--- src/rtl/aes_round_sequencer.sv ---
// aes_round_sequencer
//   Round controller for the AES encrypt datapath. Walks the HLS sub-blocks
//   through one block encryption using their ap_start/ap_done handshakes:
//     ARK(0); rounds 1..NR-1: SB, SR, MC, ARK(r); final round: SB, SR, ARK(NR)
//   then pulses ap_done/ap_ready for one cycle and returns to idle.
//
// Ports
//   ap_clk, ap_rst_n        clock, asynchronous active-low reset
//   ap_start                request one encryption (sampled only while idle)
//   ap_done, ap_ready       one-cycle completion pulse (same cycle)
//   ap_idle                 idle and no request pending
//   ark_start / ark_done    add_round_key handshake
//   ark_n                   round index for add_round_key, valid during ARK
//   sb_start / sb_done      sub_bytes handshake
//   sr_start / sr_done      shift_row handshake
//   mc_start / mc_done      mix_column handshake
//   round                   current round counter (status)
module aes_round_sequencer #(
  parameter int NR      = 10,
  parameter int ROUND_W = 6
) (
  input  logic               ap_clk,
  input  logic               ap_rst_n,
  input  logic               ap_start,
  output logic               ap_done,
  output logic               ap_idle,
  output logic               ap_ready,
  output logic               ark_start,
  input  logic               ark_done,
  output logic [ROUND_W-1:0] ark_n,
  output logic               sb_start,
  input  logic               sb_done,
  output logic               sr_start,
  input  logic               sr_done,
  output logic               mc_start,
  input  logic               mc_done,
  output logic [ROUND_W-1:0] round
);

  typedef enum logic [2:0] {
    ST_IDLE = 3'd0,
    ST_ARK  = 3'd1,
    ST_SB   = 3'd2,
    ST_SR   = 3'd3,
    ST_MC   = 3'd4,
    ST_FIN  = 3'd5
  } state_t;

  localparam logic [ROUND_W-1:0] LAST_ROUND = ROUND_W'(NR);

  state_t     state_reg;
  // Sub-block start strobes, bit order {mc, sr, sb, ark}. Loaded together with
  // the state so that each strobe is high exactly while its state is current.
  logic [3:0] start_reg;

  function automatic logic [3:0] start_for(input state_t s);
    logic [3:0] v;
    v = 4'b0000;
    case (s)
      ST_ARK:  v = 4'b0001;
      ST_SB:   v = 4'b0010;
      ST_SR:   v = 4'b0100;
      ST_MC:   v = 4'b1000;
      default: v = 4'b0000;
    endcase
    return v;
  endfunction

  always_ff @(posedge ap_clk or negedge ap_rst_n) begin
    if (!ap_rst_n) begin
      state_reg <= ST_IDLE;
      start_reg <= 4'b0000;
      round     <= '0;
      ark_n     <= '0;
      ap_done   <= 1'b0;
      ap_ready  <= 1'b0;
    end else begin
      ap_done  <= 1'b0;
      ap_ready <= 1'b0;
      case (state_reg)
        ST_IDLE: begin
          if (ap_start) begin
            state_reg <= ST_ARK;
            start_reg <= start_for(ST_ARK);
            round     <= '0;
            ark_n     <= '0;
          end
        end
        ST_ARK: begin
          if (ark_done) begin
            if (round == LAST_ROUND) begin
              // Completion pulse is loaded here so it is high during FIN.
              state_reg <= ST_FIN;
              start_reg <= 4'b0000;
              ap_done   <= 1'b1;
              ap_ready  <= 1'b1;
            end else begin
              // Round advances only when leaving ARK; ark_n tracks it so
              // it is already stable when the next ARK begins.
              round     <= round + 1'b1;
              ark_n     <= round + 1'b1;
              state_reg <= ST_SB;
              start_reg <= start_for(ST_SB);
            end
          end
        end
        ST_SB: begin
          if (sb_done) begin
            state_reg <= ST_SR;
            start_reg <= start_for(ST_SR);
          end
        end
        ST_SR: begin
          if (sr_done) begin
            // The final round skips mix_column.
            if (round == LAST_ROUND) begin
              state_reg <= ST_ARK;
              start_reg <= start_for(ST_ARK);
            end else begin
              state_reg <= ST_MC;
              start_reg <= start_for(ST_MC);
            end
          end
        end
        ST_MC: begin
          if (mc_done) begin
            state_reg <= ST_ARK;
            start_reg <= start_for(ST_ARK);
          end
        end
        ST_FIN: begin
          state_reg <= ST_IDLE;
          start_reg <= 4'b0000;
        end
        default: begin
          state_reg <= ST_IDLE;
          start_reg <= 4'b0000;
        end
      endcase
    end
  end

  assign ark_start = start_reg[0];
  assign sb_start  = start_reg[1];
  assign sr_start  = start_reg[2];
  assign mc_start  = start_reg[3];
  assign ap_idle   = (state_reg == ST_IDLE) && !ap_start;

endmodule

--- config.mk ---
export PLATFORM = sky130hd
export DESIGN_NAME = aes_round_sequencer
export DESIGN_NICKNAME = d
export VERILOG_FILES = /design/src/rtl/aes_round_sequencer.sv
export SDC_FILE = /design/constraint.sdc
export NUM_CORES = 1
export LEC_CHECK = 0
export ABC_CLOCK_PERIOD_IN_PS = 2000
export BUFFER_PORTS_ARGS = -buffer_cell sky130_fd_sc_hd__buf_2
export CAP_MARGIN = 15
export CELL_PAD_IN_SITES_DETAIL_PLACEMENT = 0
export CELL_PAD_IN_SITES_GLOBAL_PLACEMENT = 2
export CORE_MARGIN = 3
export CORE_UTILIZATION = 30
export DETAILED_ROUTE_END_ITERATION = 10
export MAX_ROUTING_LAYER = met4
export PLACE_DENSITY = 0.81
export SYNTH_ARGS = -nofsm -noshare
export SYNTH_HDL_FRONTEND = slang
export SYNTH_SLANG_ARGS = --single-unit
--- constraint.sdc ---
create_clock -name ap_clk -period 2 [get_ports ap_clk]
set_input_delay 0.2 -clock ap_clk [delete_from_list [all_inputs] [get_ports ap_clk]]
set_output_delay 0.2 -clock ap_clk [all_outputs]
set_load 0.01 [all_outputs]
==> impl_metrics.py <==
metrics = {
    "cts": {
        "clock_path_buffers": 2,
        "cts_resized": 0,
        "clk_pin_slew_ps": 100,
        "clk_latency_ps": 290,
        "cts_root_buffer": "clkbuf_4",
        "cts.sinks": 14,
        "postCtsSetupBuffers": 0,
        "htreeDepth": 1,
        "numCtsBuffers": 3,
        "cts_tree": "built",
    },
    "synthesis": {
        "yosysUniqueCellTypes": 37,
        "synthXorXnorAreaFrac": 0.0293,
        "muxShareOfSynthArea": 0.0251,
        "synth-edff-count": 0,
        "synth_area_leaders": "dfrtp_1 (39%), buf_4 (5.9%), nand2_1 (3.8%)",
        "synth_warnings": 0,
        "synth_area_um2": 897,
        "synth_seq_area_share": 0.391,
        "synthSimpleGateAreaFrac": 0.216,
        "synth_area_leader_cell": "dfrtp_1",
        "synth.avg_cell_area_um2": 10.2,
        "synth_top_cell_area_share": 0.391,
        "synth_cells": 88,
        "syn_nets": 97,
        "async_flop_share": 1.00,
        "synth_top_family_by_area": "simple AND/OR/NAND/NOR gates",
        "synthAdderAreaFrac": 0.0279,
        "ys.flop_type": "dfrtp_1",
        "synth_seq_cells": 14,
        "synth_compound_area_frac": 0.184,
    },
    "floorplan": {
        "initial_utilization": 0.320,
        "design.core.area_um2": 2810,
        "io_pins": 26,
        "die_area_um2": 3680,
        "die_x_um": 60.7,
        "rows": 19,
        "dieHeight_um": 60.7,
    },
    "timing": {
        "layout_min_cycle_time_ps": 1750,
        "rsz0062_at_grt": "false",
        "tns_ps": 0,
        "setup_ws_ps": 249,
        "worst_pin_slew_ps": 423,
        "skew_ps": 7.89,
        "relSlewSlack": 0.718,
        "holdWs_ps": 207,
        "finalSetupViolCount": 0,
        "min_period_over_period": 0.876,
        "slew_violations": 0,
        "hold_violations": 0,
        "fmax_mhz": 571,
    },
    "final_layout": {
        "nFillCells": 298,
        "final_area_um2": 1030,
        "syn_to_final_growth_pct": 14.9,
        "drive_gt1_frac": 0.367,
        "layout_commonest_cell": "buf_2",
        "nets": 119,
        "multi_input_area_um2": 433,
        "register_area_um2": 350,
        "final_cell_mix": "buf_2 (25), dfrtp_1 (14), nand2_1 (9)",
        "largest_reg_flops": 6,
        "diodes": 0,
    },
    "detailed_routing": {
        "firstDrtPassIters": 4,
        "vias_per_cell": 5.23,
        "vias": 732,
        "drt_wl_total_um": 2040,
        "wl_per_cell_um": 14.6,
        "drc": 0,
        "drt_iter0_drc": 22,
        "postRouteAntennaNets": 0,
    },
    "critical_path": {
        "criticalPathCategory": "reg2reg",
        "r2r-end": "state_reg[2]",
        "crit_end": "state_reg[2]",
        "cp-end-kind": "flop",
        "crit_arrival_ps": 1930,
        "critPathLaunchType": "flop",
        "reg2reg_depth": 6,
        "worst_ep_required_time_ps": 2180,
        "startpoint": "round[0]",
        "worstReg2RegStart": "round[0]",
        "crit_fanout": 8,
        "ff2ff_setup_slack_ps": 250,
    },
    "grt": {
        "use_met1": 0.168,
        "track_usage": 0.133,
        "grt-ovfl-total": 0,
        "grt_max_degree": 15,
        "antenna_found_initial": 0,
        "use_met2": 0.203,
        "gr-usage-met3": 0.0383,
        "grt_pass1_vias": 761,
        "grt_pass1_wl_um": 3550,
        "top_usage_layer": "met2",
    },
    "status": {
        "status": "finished clean",
    },
    "run": {
        "drv_cap": 0,
    },
    "place": {
        "placed_cell_area_um2": 985,
        "portBuffers": 25,
        "pre_cts_ws_ps": 253,
        "place.gp.congestion": 0.788,
        "hpwl_um": 1500,
    },
    "pwr": {
        "leakagePower_nw": 0.506,
        "ir_drop_mv": 0.415,
        "p_per_area_nw_per_um2": 1370,
    },
    "worst_hold_path": {
        "hold_path.class": "in2reg",
        "hold_path_depth": 3,
    },
}
[timing repair]
item	4_1_cts	5_1_grt
hold endpoints to repair	14	0
endpoints found under the setup margin	0	0
hold buffers	1	0
[worst max-delay path, stage by stage, from the launching register on]
cell and delay, ps:
dfrtp_1 480, inv_1 90, ha_1 190, nand4bb_4 130, or2_1 340, xnor2_1 160, a41o_1 250
[cell families after synthesis]
family | after synthesis
AO/OA/AOI/OAI | 21
XOR/XNOR | 3
adder cells (fa/ha/maj) | 2
buffers and inverters | 17
flip-flops | 14
multiplexers | 1
AND/OR/NAND/NOR | 30
[stage by stage]
stage,utilization,instances,total power [mW]
2_1_floorplan,-,88,1.05
3_5_place_dp,0.351,135,1.21
3_3_place_gp,0.351,135,1.21
4_1_cts,0.368,140,1.43
5_1_grt,0.368,140,1.54
6_report,0.368,140,1.41
[layer usage]
layer  vias to the layer above  part of all wire  routed length, µm
li1                        357                 -                  -
met1                       348              0.46                947
met2                        19              0.47                957
met3                         8             0.049                 99
met4                         0             0.018                 37
met5                         -                 0                  0
[power breakdown]
| part | internal, mW | switching, mW | total, mW |
|---|---|---|---|
| registers | 0.381 | 0.164 | 0.545 |
| logic | 0.300 | 0.353 | 0.654 |
| clock network | 0.111 | 0.105 | 0.216 |
| total | 0.792 | 0.622 | 1.41 |
[how the worst min path moves through the flow]
stage                   end  slack, ps     start
2_1_floorplan      ap_ready       -100  ap_rst_n
3_3_place_gp   start_reg[3]        120  ap_rst_n
3_5_place_dp   state_reg[1]        130  ap_rst_n
4_1_cts        state_reg[1]        210  ark_done
5_1_grt        state_reg[1]        210  ark_done
6_report       state_reg[1]        210  ark_done
[cells in the mapped netlist (2+ instances only)]
cell / number
a21o_1: 2
nand4_1: 2
ha_1: 2
inv_1: 5
nand2_1: 9
a32o_1: 2
xnor2_1: 2
nand3_1: 4
buf_4: 7
nor2_1: 5
o21ai_1: 4
nor4_2: 2
buf_6: 3
dfrtp_1: 14
a21oi_1: 3
[final cells by class]
type	count	area share
Inverter	6	0.0218
Multi-Input combinational cell	57	0.420
Clock buffer	4	0.0352
Tap cell	31	0.0376
Timing Repair Buffer	28	0.146
Sequential cell	14	0.340
No activity file was read; power rests on OpenSTA's default activity.
